===== config.mk =====
export PLATFORM = sky130hd
export DESIGN_NAME = mem_port_arbiter
export DESIGN_NICKNAME = d
export VERILOG_FILES = /design/src/rtl/mem_port_arbiter.sv
export SDC_FILE = /design/constraint.sdc
export NUM_CORES = 1
export LEC_CHECK = 0
export ABC_AREA = 1
export CORE_MARGIN = 10
export CORE_UTILIZATION = 37
export DETAILED_ROUTE_END_ITERATION = 8
export GPL_ROUTABILITY_DRIVEN = 0
export HOLD_SLACK_MARGIN = 0.05
export PLACE_DENSITY = 0.82
export SYNTH_ARGS = -nofsm -noshare
export SYNTH_HDL_FRONTEND = slang
export SYNTH_SLANG_ARGS = --single-unit

===== constraint.sdc =====
create_clock -name clk_i -period 1.71 [get_ports clk_i]
set_input_delay 0.4275 -clock clk_i [delete_from_list [all_inputs] [get_ports clk_i]]
set_output_delay 0.4275 -clock clk_i [all_outputs]
set_load 0.02 [all_outputs]

===== src/rtl/mem_port_arbiter.sv =====
// Two-port arbiter in front of the shared data memory unit.
// Optional MEM_ARB_CPU_PRIORITY_EN: fixed port 0 priority with port 1 starve limit.
module mem_port_arbiter #(
  parameter int DATA_WIDTH    = 32,
  parameter int ADDRESS_WIDTH = 32,
  parameter int STARVE_LIMIT  = 4
) (
  input  logic                     clk_i,
  input  logic                     rst_i,
  input  logic                     req0_i,
  input  logic [ADDRESS_WIDTH-1:0] addr0_i,
  input  logic [DATA_WIDTH-1:0]    wdata0_i,
  input  logic [2:0]               ctrl0_i,
  input  logic                     we0_i,
  output logic                     gnt0_o,
  output logic                     rvalid0_o,
  output logic [DATA_WIDTH-1:0]    rdata0_o,
  input  logic                     req1_i,
  input  logic [ADDRESS_WIDTH-1:0] addr1_i,
  input  logic [DATA_WIDTH-1:0]    wdata1_i,
  input  logic [2:0]               ctrl1_i,
  input  logic                     we1_i,
  output logic                     gnt1_o,
  output logic                     rvalid1_o,
  output logic [DATA_WIDTH-1:0]    rdata1_o,
  output logic [ADDRESS_WIDTH-1:0] mem_addr_o,
  output logic [DATA_WIDTH-1:0]    mem_wdata_o,
  output logic [2:0]               mem_ctrl_o,
  output logic                     mem_we_o,
  input  logic [DATA_WIDTH-1:0]    mem_rdata_i
);

  if (STARVE_LIMIT < 1 || STARVE_LIMIT > 15) begin : g_bad_limit
    $error("STARVE_LIMIT must be 1..15");
  end

  logic                     pick1;
  logic                     gnt0;
  logic                     gnt1;
  logic [ADDRESS_WIDTH-1:0] addr_q;
  logic [DATA_WIDTH-1:0]    wdata_q;
  logic [2:0]               ctrl_q;
  logic                     we_q;
  logic                     valid_q;
  logic                     owner_q;

`ifdef MEM_ARB_CPU_PRIORITY_EN
  localparam logic [3:0] LIMIT = 4'(STARVE_LIMIT);

  logic [3:0] starve_q;

  // Port 1 only wins contention once it has lost LIMIT times in a row.
  always_comb begin
    pick1 = req1_i & (~req0_i | (starve_q == LIMIT));
  end

  // Count consecutive contended losses of port 1.
  always_ff @(posedge clk_i) begin
    if (rst_i) begin
      starve_q <= 4'd0;
    end else if (gnt1 | ~req1_i) begin
      starve_q <= 4'd0;
    end else begin
      starve_q <= starve_q + 4'd1;
    end
  end
`else
  logic last_q;

  // Round-robin: on contention grant the port that did not win last.
  always_comb begin
    pick1 = req1_i & (~req0_i | ~last_q);
  end

  // Remember the last winner; reset to 1 so port 0 wins first.
  always_ff @(posedge clk_i) begin
    if (rst_i) begin
      last_q <= 1'b1;
    end else if (gnt0 | gnt1) begin
      last_q <= gnt1;
    end
  end
`endif

  // Grants are suppressed during reset so held requests stay pending.
  always_comb begin
    gnt0 = req0_i & ~pick1 & ~rst_i;
    gnt1 = pick1 & ~rst_i;
  end

  // Capture the winner's fields into the issue register.
  always_ff @(posedge clk_i) begin
    if (rst_i) begin
      addr_q  <= '0;
      wdata_q <= '0;
      ctrl_q  <= '0;
      we_q    <= 1'b0;
      valid_q <= 1'b0;
      owner_q <= 1'b0;
    end else if (gnt0 | gnt1) begin
      addr_q  <= gnt1 ? addr1_i  : addr0_i;
      wdata_q <= gnt1 ? wdata1_i : wdata0_i;
      ctrl_q  <= gnt1 ? ctrl1_i  : ctrl0_i;
      we_q    <= gnt1 ? we1_i    : we0_i;
      valid_q <= 1'b1;
      owner_q <= gnt1;
    end else begin
      valid_q <= 1'b0;
    end
  end

  // Drive the memory unit and route the response to the owner.
  always_comb begin
    gnt0_o      = gnt0;
    gnt1_o      = gnt1;
    mem_addr_o  = rst_i ? '0 : addr_q;
    mem_wdata_o = rst_i ? '0 : wdata_q;
    mem_ctrl_o  = rst_i ? '0 : ctrl_q;
    mem_we_o    = we_q & valid_q & ~rst_i;
    rvalid0_o   = valid_q & ~owner_q & ~rst_i;
    rvalid1_o   = valid_q & owner_q & ~rst_i;
    rdata0_o    = (~owner_q & ~rst_i) ? mem_rdata_i : '0;
    rdata1_o    = (owner_q & ~rst_i) ? mem_rdata_i : '0;
  end

endmodule


==> impl_metrics.env <==
export IMPL_status="finished, violations left"
export IMPL_violations="negative setup slack"
export IMPL_nets=1343
export IMPL_viasPerCell=4.51
export IMPL_clock_root_buffer="clkbuf_16"
export IMPL_worst_slack_ps=-43.5
export IMPL_synth_edff_count=0
export IMPL_fin_area_um2=8620
export IMPL_synth_common_cells="nor2_1 (336), inv_1 (171), nand2_1 (141), dfxtp_1 (71), nand4_1 (68)"
export IMPL_cap_viol_max_count=0
export IMPL_slew_headroom_pct=55.9
export IMPL_vdd_ir_drop_max_mv=0.518
export IMPL_cts_tree="yes"
export IMPL_met2_usage_pct=39.5
export IMPL_critical_path_class="flop to output pin"
export IMPL_crit_family="simple AND/OR/NAND/NOR gates"
export IMPL_drt_initial_drc_count=323
export IMPL_synth_ff_latch_count=71
export IMPL_antennaDiodeCount=0
export IMPL_switching_share_pct=31.8
export IMPL_yosysWarnings=0
export IMPL_required_ps=1280
export IMPL_path_max_fanout=7
export IMPL_finClkSkew_ps=8.75
export IMPL_leakage_nw=4.62
export IMPL_cp_arrival_ps=1330
export IMPL_power_switching_w=0.00190
export IMPL_ys_top_cells_by_area="dfxtp_1 (31%), nor2_1 (27%), inv_1 (14%)"
export IMPL_post_drt_wl_per_cell_um=15.2
export IMPL_worstPathCellList="or2_4, clkbuf_16, nor2_4, buf_6"
export IMPL_synth_top_area_cell="dfxtp_1"
export IMPL_synth_most_common_cell="nor2_1"
export IMPL_synth_area_per_cell_um2=5.40
export IMPL_yosysSeqAreaShare_pct=30.7
export IMPL_place_area_um2=8360
export IMPL_power_density_nw_per_um2=693
export IMPL_worst_hold_slack_ps=541
export IMPL_syn_num_nets=1029
export IMPL_clk_path_buf_depth=2
export IMPL_port_buffers=307
export IMPL_final_util_pct=71.2
export IMPL_dp_slack_ps=-581
export IMPL_clk_pin_slew_ps=50
export IMPL_fp_dieArea_um2=17400
export IMPL_tightest_slew_ps=661
export IMPL_setup_viol=32
export IMPL_grt_start_max_net_pins=61
export IMPL_ys_types=18
export IMPL_antenna_found_initial=0
export IMPL_ios=308
export IMPL_dpl_hpwl_um=15800
export IMPL_cts_made_buffers=9
export IMPL_vias=6066
export IMPL_grt_pass1_wl_um=31300
export IMPL_timing_final_crit_share_pct=103
export IMPL_coreArea_um2=12100
export IMPL_ys_flop_type="dfxtp_1"
export IMPL_drcViolationCount=0
export IMPL_grt_usage_pct=21.9
export IMPL_layout_drive_gt1_share_pct=23.4
export IMPL_gr_max_usage_layer="met2"
export IMPL_die_y_um=132
export IMPL_slew_violations=0
export IMPL_intPower_w=0.00408
export IMPL_end_kind="output pin"
export IMPL_hold_violations=0
export IMPL_pwr_share_seq_pct=32.3
export IMPL_p_comb_share_pct=35.9
export IMPL_cp_num_buf_inv=2
export IMPL_syn_to_final_growth_pct=86.2
export IMPL_first_pass_iters=5
export IMPL_insertion_delay_ps=320
export IMPL_h_tree_depth=3
export IMPL_grtUsageMet3_pct=7.58
export IMPL_rsz0062_at_grt="true"
export IMPL_cts_sink_count=71
export IMPL_syn_area_um2=4630
export IMPL_synth_top_area_share_pct=30.7
export IMPL_die_w_um=132
export IMPL_start_kind="flop"
export IMPL_overflow=0
export IMPL_fillers=1040
export IMPL_fmax_mhz=570
export IMPL_finalCriticalPeriod_ps=1750
export IMPL_grt_pass1_vias=5640
export IMPL_async_reset_ff_share_pct=0
export IMPL_ant_nets=0
export IMPL_holdCritPathClass="flop to flop"
export IMPL_synth_cells=857
export IMPL_use_met1_pct=23.3
export IMPL_wirelength_um=20500
export IMPL_start_util_pct=38.2
export IMPL_rows=40
export IMPL_clkPwrFrac_pct=31.8
export IMPL_cp_slowest_cell="dfxtp_1"
export IMPL_worst_path_largest_cell_delay_ps=300
## power by group through the flow
stage                     combinational, W  sequential [W]  clock [W]
after global placement             0.00215         0.00195          0
final                              0.00214         0.00193    0.00190
after detailed placement           0.00218         0.00196          0
after CTS                          0.00216         0.00193    0.00194
after floorplan                    0.00110         0.00195          0
after global routing               0.00233         0.00195    0.00203
## layout make-up
class / instances / area, µm² / share of cell area, %
multi-input combinational: 555 / 2610 / 30.2
inverter: 172 / 646 / 7.49
clock buffer: 11 / 253 / 2.93
clock inverter: 5 / 56.3 / 0.653
sequential: 71 / 1420 / 16.5
timing repair buffer: 362 / 3430 / 39.8
tap: 168 / 210 / 2.44
## stage by stage
stage	total power, W	setup TNS, ps	cells
after floorplan	0.00305	-1240	857
after global placement	0.00411	-65220	1325
after detailed placement	0.00415	-68780	1325
after CTS	0.00603	-937	1342
after global routing	0.00631	-2720	1344
final	0.00598	-676	1344
## worst paths after layout
path           start           end  slack (ps)  cells after the start
max          owner_q  rdata0_o[16]         -40                      4
min           last_q        last_q         540                      2
max reg2reg   last_q    wdata_q[4]         290                      7
min reg2reg   last_q        last_q         540                      2
## cell families after synthesis
family / after synthesis / share of synthesized area (%)
AND/OR/NAND/NOR: 553 / 49.0
buffers and inverters: 231 / 20.0
flip-flops: 71 / 30.7
AO/OA/AOI/OAI: 2 / 0.216
## layout by cell type (no fill, tap or decap)
| cell | count |
|---|---|
| inv_2 | 4 |
| nand3_2 | 1 |
| clkinv_2 | 2 |
| bufinv_16 | 1 |
| clkinvlp_4 | 1 |
| nand4_1 | 68 |
| buf_4 | 62 |
| nor2_1 | 275 |
| nand2_4 | 1 |
| clkdlybuf4s15_1 | 4 |
| dlygate4sd2_1 | 4 |
| nand3_1 | 2 |
| clkinv_4 | 1 |
| clkbuf_2 | 7 |
| nand2_1 | 141 |
| o21ai_0 | 2 |
| inv_1 | 168 |
| nor3_1 | 1 |
| nor2_4 | 34 |
| buf_2 | 40 |
| buf_6 | 36 |
| buf_8 | 1 |
| buf_12 | 8 |
| nor2_2 | 27 |
| dfxtp_1 | 71 |
| or2_4 | 1 |
| nand2_2 | 2 |
| clkbuf_16 | 11 |
| clkdlybuf4s50_1 | 165 |
| clkbuf_8 | 2 |
| clkdlybuf4s15_2 | 33 |
## per-layer routing
| layer | up-vias | wire (µm) | part of all wire, % |
|---|---|---|---|
| met4 | 0 | 464 | 2.3 |
| met5 | - | 0 | 0 |
| met2 | 253 | 10500 | 51 |
| met1 | 2657 | 7830 | 38 |
| li1 | 3131 | - | - |
| met3 | 25 | 1680 | 8.2 |
## worst min-delay path, cell delays in order (launching register included)
cell and delay, ps:
dfxtp_1 360, o21ai_0 100, nand2_1 60
## what timing repair did
item                                    CTS  global route
gates cloned                              0             2
hold buffers                              0             0
resized for setup                       535            63
endpoints found under the setup margin  134           131
buffers inserted                          1             0
pin swaps                                 2             2
## registers in the layout (all words and copies together) (netlist names)
register  count
owner_q       1
addr_q       32
we_q          1
ctrl_q        3
last_q        1
wdata_q      32
valid_q       1
Power figures use the tool's default switching activity.
